`src/rtl/rs_bm_solver.sv`:
```
// Iterative Berlekamp-Massey key-equation solver for RS(255,247) over GF(256), poly 0x11d.
// Eight DISC/UPD iterations build the locator, then one OMEGA step forms the evaluator.

package rs_bm_pkg;
  typedef enum logic [2:0] {ST_IDLE, ST_DISC, ST_UPD, ST_OMEGA, ST_DONE} state_t;

  function automatic logic [7:0] gf_mul(input logic [7:0] a, input logic [7:0] b);
    logic [7:0] p;
    logic [7:0] sh;
    p  = 8'h00;
    sh = a;
    for (int i = 0; i < 8; i++) begin
      if (b[i]) p = p ^ sh;
      sh = {sh[6:0], 1'b0} ^ (sh[7] ? 8'h1d : 8'h00);
    end
    return p;
  endfunction
endpackage

module gf256inv
  import rs_bm_pkg::*;
(
  input  logic [7:0] a_i,
  output logic [7:0] inv_o
);
  // a^-1 = a^254 = a^2 * a^4 * ... * a^128; an input of zero yields zero.
  function automatic logic [7:0] gf_inv(input logic [7:0] a);
    logic [7:0] sq;
    logic [7:0] acc;
    sq  = a;
    acc = 8'h01;
    for (int i = 1; i < 8; i++) begin
      sq  = gf_mul(sq, sq);
      acc = gf_mul(acc, sq);
    end
    return acc;
  endfunction

  assign inv_o = gf_inv(a_i);
endmodule

module rs_bm_solver
  import rs_bm_pkg::*;
(
  input  logic        clk,
  input  logic        rst_n,
  input  logic        start,
  input  logic [63:0] synd,
  output logic        busy,
  output logic        done,
  output logic [39:0] lambda,
  output logic [31:0] omega,
  output logic [3:0]  deg_l,
  output logic        fail
);
  state_t     state_q;
  logic [7:0] s_q  [8];
  logic [7:0] c_q  [9];
  logic [7:0] bp_q [9];
  logic [3:0] l_q;
  logic [3:0] m_q;
  logic [7:0] b_q;
  logic [7:0] d_q;
  logic [2:0] n_q;

  logic [7:0]  b_inv;
  logic [7:0]  coef;
  logic [7:0]  disc_d;
  logic [7:0]  c_upd [9];
  logic [39:0] lambda_d;
  logic [31:0] omega_d;
  logic        fail_d;
  logic        grow_l;

  gf256inv u_inv (
    .a_i   (b_q),
    .inv_o (b_inv)
  );

  assign coef   = gf_mul(d_q, b_inv);
  assign grow_l = ({l_q, 1'b0} <= {2'b00, n_q});

  // NOTE: every variable written in always_comb gets a default first, so no path can infer a latch.
  always_comb begin
    disc_d = s_q[n_q];
    for (int i = 1; i < 8; i++) begin
      if (i <= int'(l_q) && i <= int'(n_q)) disc_d = disc_d ^ gf_mul(c_q[i], s_q[n_q - 3'(i)]);
    end
  end

  // C' = C + (d/b) x^m B; coefficients shifted past x^8 fall off the end.
  always_comb begin
    logic [3:0] k;
    for (int j = 0; j < 9; j++) begin
      c_upd[j] = c_q[j];
      k        = 4'(j) - m_q;
      if (j >= int'(m_q)) c_upd[j] = c_q[j] ^ gf_mul(coef, bp_q[k]);
    end
  end

  always_comb begin
    lambda_d = '0;
    omega_d  = '0;
    for (int i = 0; i < 5; i++) lambda_d[8*i +: 8] = c_q[i];
    for (int k = 0; k < 4; k++) begin
      for (int i = 0; i <= k; i++) omega_d[8*k +: 8] = omega_d[8*k +: 8] ^ gf_mul(c_q[i], s_q[k-i]);
    end
    fail_d = 1'b1;
    if (l_q <= 4'd4) fail_d = (c_q[l_q[2:0]] == 8'h00);
  end

  // NOTE: sequential state uses non-blocking assignments only, so every register samples pre-edge values.
  always_ff @(posedge clk) begin
    if (!rst_n) begin
      // NOTE: the syndrome and coefficient arrays are reset too, since the whole datapath must read zero after reset.
      state_q <= ST_IDLE;
      for (int j = 0; j < 8; j++) s_q[j] <= 8'h00;
      for (int j = 0; j < 9; j++) begin
        c_q[j]  <= 8'h00;
        bp_q[j] <= 8'h00;
      end
      l_q    <= '0;
      m_q    <= '0;
      b_q    <= '0;
      d_q    <= '0;
      n_q    <= '0;
      busy   <= 1'b0;
      done   <= 1'b0;
      lambda <= '0;
      omega  <= '0;
      deg_l  <= '0;
      fail   <= 1'b0;
    end else begin
      case (state_q)
        ST_IDLE: begin
          if (start) begin
            for (int j = 0; j < 8; j++) s_q[j] <= synd[8*j +: 8];
            for (int j = 1; j < 9; j++) begin
              c_q[j]  <= 8'h00;
              bp_q[j] <= 8'h00;
            end
            c_q[0]  <= 8'h01;
            bp_q[0] <= 8'h01;
            l_q     <= 4'd0;
            m_q     <= 4'd1;
            b_q     <= 8'h01;
            n_q     <= 3'd0;
            busy    <= 1'b1;
            state_q <= ST_DISC;
          end
        end
        ST_DISC: begin
          d_q     <= disc_d;
          state_q <= ST_UPD;
        end
        ST_UPD: begin
          if (d_q == 8'h00) begin
            m_q <= m_q + 4'd1;
          end else if (grow_l) begin
            bp_q <= c_q;
            c_q  <= c_upd;
            l_q  <= {1'b0, n_q} + 4'd1 - l_q;
            b_q  <= d_q;
            m_q  <= 4'd1;
          end else begin
            c_q <= c_upd;
            m_q <= m_q + 4'd1;
          end
          if (n_q == 3'd7) begin
            state_q <= ST_OMEGA;
          end else begin
            n_q     <= n_q + 3'd1;
            state_q <= ST_DISC;
          end
        end
        ST_OMEGA: begin
          lambda  <= lambda_d;
          omega   <= omega_d;
          deg_l   <= l_q;
          fail    <= fail_d;
          done    <= 1'b1;
          state_q <= ST_DONE;
        end
        ST_DONE: begin
          done    <= 1'b0;
          busy    <= 1'b0;
          state_q <= ST_IDLE;
        end
        default: state_q <= ST_IDLE;
      endcase
    end
  end
endmodule

```
`config.mk`:
```
export PLATFORM = sky130hd
export DESIGN_NAME = rs_bm_solver
export DESIGN_NICKNAME = d
export VERILOG_FILES = /design/src/rtl/rs_bm_solver.sv
export SDC_FILE = /design/constraint.sdc
export NUM_CORES = 2
export LEC_CHECK = 0
export CAP_MARGIN = 20
export CORE_MARGIN = 2
export CORE_UTILIZATION = 50
export CTS_BUF_LIST = sky130_fd_sc_hd__clkbuf_4
export CTS_CLUSTER_DIAMETER = 40
export CTS_CLUSTER_SIZE = 14
export DETAILED_ROUTE_END_ITERATION = 8
export GPL_TIMING_DRIVEN = 0
export HOLD_SLACK_MARGIN = 0.06
export PLACE_DENSITY_LB_ADDON = 0.05
export SETUP_SLACK_MARGIN = 0.3
export SYNTH_ARGS = -nofsm -noshare
export SYNTH_HDL_FRONTEND = slang
export SYNTH_SLANG_ARGS = --single-unit
```
`constraint.sdc`:
```
create_clock -name clk -period 21.6 [get_ports clk]
set_input_delay 6.48 -clock clk [delete_from_list [all_inputs] [get_ports clk]]
set_output_delay 6.48 -clock clk [all_outputs]
set_load 0.1 [all_outputs]
```
# Yosys cells after proc, flatten, opt, wreduce, memory -nomap -nowiden
# Memory sizes are Yosys's and may differ from the RTL's. A register that Yosys moved wholly into a read port is not among the register bits.
# Cells that the tools add are included.
word_totals:
  mem_count: 1
  in_bits: 67
  ram_bits: 64
  regBits: 253
mem_list:
  columns: ["memory", "depth", "width", "rd", "rd_clocked_by_memory_dff", "write_ports", "line", "source"]
  rows:
  - ["s_q", 8, 8, 12, 1, 8, "57", "logic [7:0] s_q [8];"]
op_classes:
  magnitude_cmp: 35
  n_eq_ne: 18
  n_reduce_logical: 26
  addsub: 20
  mux: 706
  bitwise_logic: 488
op_table:
  columns: ["cell", "n"]
  rows:
  - ["two-way mux 8 bit", 496]
  - ["XOR 8 bit", 393]
  - ["two-way mux 5 bit", 162]
  - ["XOR 8 x 5 -> 8 bit", 70]
  - ["binary-select mux 8 bit (select 4 bit)", 10]
  - ["two-way mux 72 bit", 4]
  - ["case mux 72 bit (2 select lines)", 2]
  - [">= comparator 5 bit, second input constant", 9]
  - ["NOT 4 -> 5 bit", 9]
  - ["AND reduction 4 bit", 10]
  - ["two-way mux 4 bit", 7]
  - ["inequality test 2 bit, second input constant", 13]
  - ["two-way mux 3 bit", 6]
  - [">= comparator 3 x 4 -> 1 bit, first input constant", 4]
  - ["<= comparator 3 x 4 -> 1 bit, first input constant", 4]
  - ["logical NOT 8 bit", 2]
  - ["case mux 4 bit (2 select lines)", 2]
  - ["case mux 8 bit (2 select lines)", 1]
  - ["subtractor 3 x 4 -> 4 bit, first input constant", 4]
  - ["<= comparator 3 bit, first input constant", 4]
  - ["case mux 3 bit (4 select lines)", 1]
  - ["subtractor 3 bit, second input constant", 4]
  - [">= comparator 1 x 4 -> 1 bit, first input constant", 2]
  - [">= comparator 2 x 4 -> 1 bit, first input constant", 2]
  - ["34 further kinds", 72]

# Longest topological paths before layout
depth:
  word_depth: 169
  ltp_mapped: 75

# Cells and area by module
# Synthesis repeated with hierarchy kept, for this count alone.
hier_totals:
  hier_cells: 8052
  hier_area_um2: 60680.7
modules_own_cells:
  columns: ["module", "area_each_um2", "n_inst", "cells_each"]
  rows:
  - ["rs_bm_solver", 46733.6, 1, 6226]
  - ["gf256inv", 13947.1, 1, 1826]

# Worst setup path after synthesis
# OpenSTA, ideal clock, no wires.
synth_path:
  path_kind: "reg2reg"
  start: "register b_q[0]"
  end: "register c_q[59] (netlist name)"
  stages_incl_launch_ff: 73
  period_less_slack_ns: 16.947
  arrival_ns: 16.724
  setup_slack_ns: 4.653
  setup_ns: 0.223
  cell_sequence: "dfxtp_1 ha_1 xor3_1 nand2_1 xnor3_1 xnor3_1 inv_2 buf_2 buf_2 clkbuf_1 ha_1 clkbuf_1 nor2_1 xnor2_1 a21oi_1 xnor3_1 clkinv_1 buf_2 (+37 left out) a31oi_1 xnor3_1 xor2_1 or4_1 o2111ai_1 xnor3_1 xnor2_4 xnor3_2 buf_6 xnor2_2 buf_4 buf_4 nor2_1 xnor2_1 xnor3_1 nor2_1 xnor2_1 nor2_1"
synth_via:
  elab_chain_cells: 166
synth_lines:
  columns: ["element", "line", "source"]
  rows:
  - ["from (decl)", "62", "logic [7:0] b_q;"]
  - ["from (signal assigned)", "163", "b_q <= d_q;"]
  - ["two-way mux 8 bit", "13", "if (b[i]) p = p ^ sh;"]
  - ["XOR 8 bit", "13", null]
  - ["two-way mux 8 bit", "13", null]
  - ["XOR 8 bit", "13", null]
  - ["two-way mux 8 bit", "13", null]
  - ["XOR 8 bit", "13", null]
  - ["two-way mux 8 bit", "13", null]
  - ["XOR 8 bit", "13", null]
  - ["(+150 left out)", null, null]
  - ["two-way mux 8 bit", "97", "if (j >= int'(m_q)) c_upd[j] = c_q[j] ^ gf_mul(coef, bp_q[k]);"]
  - ["XOR 8 bit", "13", null]
  - ["two-way mux 8 bit (*)", "13", null]
  - ["two-way mux 8 bit (*)", "97", null]
  - ["XOR 8 bit (*)", "97", null]
  - ["two-way mux 8 bit (*)", "97", null]
  - ["two-way mux 72 bit (*)", "157", "if (d_q == 8'h00) begin"]
  - ["case mux 72 bit (2 select lines) (*)", "134", "case (state_q)"]
  - ["to (signal assigned)", "161", "c_q <= c_upd;"]
  - ["to (signal assigned)", "166", "c_q <= c_upd;"]
  - ["to (decl)", "58", "logic [7:0] c_q [9];"]
# Mark *: on every way between the ends. The rest lies on a longest branch, timed or not. The select of a mux whose other input is x is not followed.
# A chain may end at the register's enable or synchronous reset.

# Final worst setup path
layout_path:
  start: "register b_q[0]"
  end: "register c_q[47] (netlist name)"
layout_via:
  elab_chain_cells: 166
layout_lines:
  columns: ["element", "line"]
  rows:
  - ["two-way mux 8 bit", "13"]
  - ["XOR 8 bit", "13"]
  - ["two-way mux 8 bit", "13"]
  - ["XOR 8 bit", "13"]
  - ["two-way mux 8 bit", "13"]
  - ["XOR 8 bit", "13"]
  - ["two-way mux 8 bit", "13"]
  - ["XOR 8 bit", "13"]
  - ["(+150 left out)", null]
  - ["two-way mux 8 bit", "97"]
  - ["XOR 8 bit", "13"]
  - ["two-way mux 8 bit (*)", "13"]
  - ["two-way mux 8 bit (*)", "97"]
  - ["XOR 8 bit (*)", "97"]
  - ["two-way mux 8 bit (*)", "97"]
  - ["two-way mux 72 bit (*)", "157"]
  - ["case mux 72 bit (2 select lines) (*)", "134"]
# Marked as above.

==> flow_summary.yaml <==
run_status:
  outcome: "completed"
yosys:
  postSynthCellCount: 8358
  synth_compound_area_share_pct: 14.0
  synth-adder-area-share_pct: 0.836
  yosysWarnings: 0
  syn_nets: 8465
  ys_async_sr_fraction_pct: 0
  ys_seq_area_share_pct: 11.4
  synth-edff-count: 64
  synthXorXnorAreaFrac_pct: 38.0
  synth_area_um2: 61900
  synth_top_family_by_area: "XOR/XNOR gates"
  synth_top_area_share_pct: 22.4
  yosysTopAreaCell: "xnor2_1"
  dominantRegCellSynth: "dfxtp_1"
  muxShareOfSynthArea_pct: 8.82
  synthSimpleGateAreaFrac_pct: 21.8
  ys_ff_latch: 320
  synth.area.top_cells: "xnor2_1, nand2_1, dfxtp_1, xnor3_1, xor2_1"
  synthDistinctLibCells: 100
  avgSynthCellArea_um2: 7.41
route:
  routed-via-count: 66490
  wirelength_mm: 304
  drc: 0
  drtIter0Drc: 10805
  ant_nets: 0
  routed_via_density: 6.44
  dr.pass1.iters: 7
  wire_per_inst_um: 29.4
timing:
  grt_setup_unrepaired: "true"
  fin_crit_sh_pct: 96.9
  slew_headroom_pct: 8.46
  worstMarginPinSlew_ns: 1.37
  slew_viol_final: 0
  setup_viol: 0
  period_minus_slack_ns: 20.94
  hold_violations: 0
  timing.fmax_mhz: 47.8
  skew_ns: 0.127
global_route:
  grt_pass1_vias: 58891
  grt.met2_usage_pct: 64.9
  grt_max_degree: 66
  grt_use_met3_pct: 13.6
  grtUsageMet1_pct: 61.7
  overflow: 0
  busiest_layer: "met2"
  grt_pass1_wl_mm: 426
  grt_usage_pct: 45.9
  antenna_found_initial: 19
critical_path:
  cp-start-kind: "register"
  cpMostUsedCell: "xnor2_1"
  crit_fanout: 10
  cp_num_buf_inv: 19
  critical_path.top_delay_family: "XOR/XNOR gates"
  rrSetupSlack_ns: 0.66
  crit_path_end_kind: "register"
  worstSetupPathType: "register to register"
  slowest_delay_ns: 0.64
  crit_arrival_ns: 21.73
  cp.required_ns: 22.39
  slowest_stage: "clkdlybuf4s15_2"
clock_network:
  holdBufCountCts: 0
  clkLatencyLatePin_ns: 0.99
  cts.sinks: 320
  tritoncts: "done"
  numCtsBuffers: 49
  clk_pin_slew_ns: 0.12
  htreeDepth: 2
  clockBufferDepth: 3
  cts-root-buf: "clkbuf_4"
floorplan:
  dieArea_um2: 127000
  die_h_um: 356
  die_w_um: 356
  coreArea_um2: 123000
  pin_count: 146
  rows: 129
  initial_core_util_pct: 50.2
final_layout:
  final_area_um2: 67900
  fin_util_pct: 55.1
  nets: 8750
  fillers: 12194
  drive_above_1_share_pct: 8.01
  syn_to_final_growth_pct: 9.68
placement:
  gp_congestion: 1.13
  hpwl_mm: 234
  dpl_cell_area_um2: 66000
  port_buffers: 145
run:
  drv_cap: 0
min_path:
  hold_path_class: "register to register"
## layout make-up
cell class | instances | area (um^2) | share of cell area [%]
multi-input cells | 7244 | 52300 | 76.9
well taps | 1637 | 2050 | 3.02
clock inverters | 36 | 483 | 0.711
clock buffers | 54 | 405 | 0.597
repair buffers | 234 | 2370 | 3.50
diodes | 13 | 32.5 | 0.0479
flip-flops and latches | 320 | 7050 | 10.4
inverters | 100 | 378 | 0.556
plain buffers | 694 | 2890 | 4.26
## routing by layer
| metal | routed length (um) | share of wire [%] |
|---|---|---|
| met1 | 118000 | 39 |
| met2 | 121000 | 40 |
| met3 | 42000 | 14 |
| met4 | 22200 | 7.3 |
| met5 | 135 | 0.044 |
## cell families after synthesis
family / Yosys count
xor+xnor: 2261
mux: 358
simple gates: 3190
buf+inv: 794
compound gates: 1394
flops: 320
fa+ha+maj: 41
## repair_timing
item	4_1_cts	5_1_grt
buffers inserted	4	19
pin swaps	2	7
resized for setup	62	106
endpoints found under the setup margin	72	72
## path summary, 6_finish.rpt
| check | from | end | cells past startpoint |
|---|---|---|---|
| worst max-delay path | b_q[0] | c_q[47] | 67 |
| worst min-delay path | lambda[8] | lambda[8] | 2 |
| worst max register to register | b_q[0] | c_q[47] | 67 |
| worst min register to register | lambda[8] | lambda[8] | 2 |
## through the flow
stage	setup TNS [ns]	hold WS (ns)	std cells	worst slack, ns
after floorplan	0	0.453	8358	4.65
after global placement	-187.14	0.445	10140	-3.08
after detailed placement	-186.79	0.447	10189	-3.13
after CTS	0	0.464	10283	0.284
after global routing	0	0.476	10323	0.268
final	0	0.462	10332	0.662
## placed cells by master (no fill, tap or decap), types with 59 or more instances in the layout
master / Yosys / final
nand2b_1: 65 / 65
a211oi_1: 76 / 76
or3_1: 66 / 66
nor3_1: 118 / 118
mux2i_1: 150 / 150
nand2_1: 1716 / 1716
o21ai_0: 342 / 341
edfxtp_1: 64 / 64
xnor2_1: 1583 / 1544
clkbuf_1: 499 / 456
xnor3_1: 190 / 190
mux4_2: 144 / 144
dfxtp_1: 256 / 255
nand3_1: 199 / 199
buf_4: 19 / 71
and3_1: 82 / 82
clkbuf_4: 0 / 59
mux2_2: 63 / 63
buf_2: 75 / 76
inv_1: 85 / 85
nor2b_1: 62 / 62
a21oi_1: 438 / 437
nor2_1: 728 / 728
a22oi_1: 88 / 88
buf_1: 94 / 84
xor2_1: 401 / 390
clkdlybuf4s50_1: 0 / 145
## worst register-to-register path, delay by kind of cell, from the launching register on
| kind | cells | cell delay, ns |
|---|---|---|
| compound gates | 11 | 2.37 |
| buf+inv | 19 | 5.91 |
| simple gates | 8 | 1.60 |
| xor+xnor | 23 | 8.11 |
| flops | 1 | 0.53 |
| fa+ha+maj | 6 | 2.30 |
## sequential cells by signal (all words and copies together), names as in the netlist, 4 cells and up, named ones only
name / cells
b_q: 8
bp_q: 72
c_q: 72
d_q: 8
deg_l: 4
l_q: 4
lambda: 40
m_q: 4
omega: 32
s_q: 64
## cells in the mapped netlist (all sizes together) (13+ instances only)
| cell type | count |
|---|---|
| and2 | 52 |
| ha | 39 |
| o311ai | 13 |
| nand3 | 199 |
| a21oi | 438 |
| dfxtp | 256 |
| and3 | 82 |
| nor3 | 119 |
| xor3 | 33 |
| nor4 | 27 |
| mux2i | 150 |
| nand2 | 1717 |
| a221oi | 22 |
| mux4 | 144 |
| a22oi | 88 |
| a211o | 13 |
| o221ai | 27 |
| o21a | 17 |
| or3 | 66 |
| xnor2 | 1612 |
| inv | 93 |
| o21ai | 373 |
| a31oi | 49 |
| a211oi | 76 |
| a21o | 34 |
| nand4 | 17 |
| nor2 | 731 |
| xor2 | 415 |
| edfxtp | 64 |
| o211ai | 44 |
| a22o | 16 |
| nand2b | 65 |
| buf | 191 |
| xnor3 | 201 |
| mux2 | 64 |
| o22ai | 46 |
| nor2b | 62 |
| clkbuf | 503 |
Power is left out: the tool's default activity adds up to more than one toggle a clock period on the data nets, which glitch-free logic cannot reach.
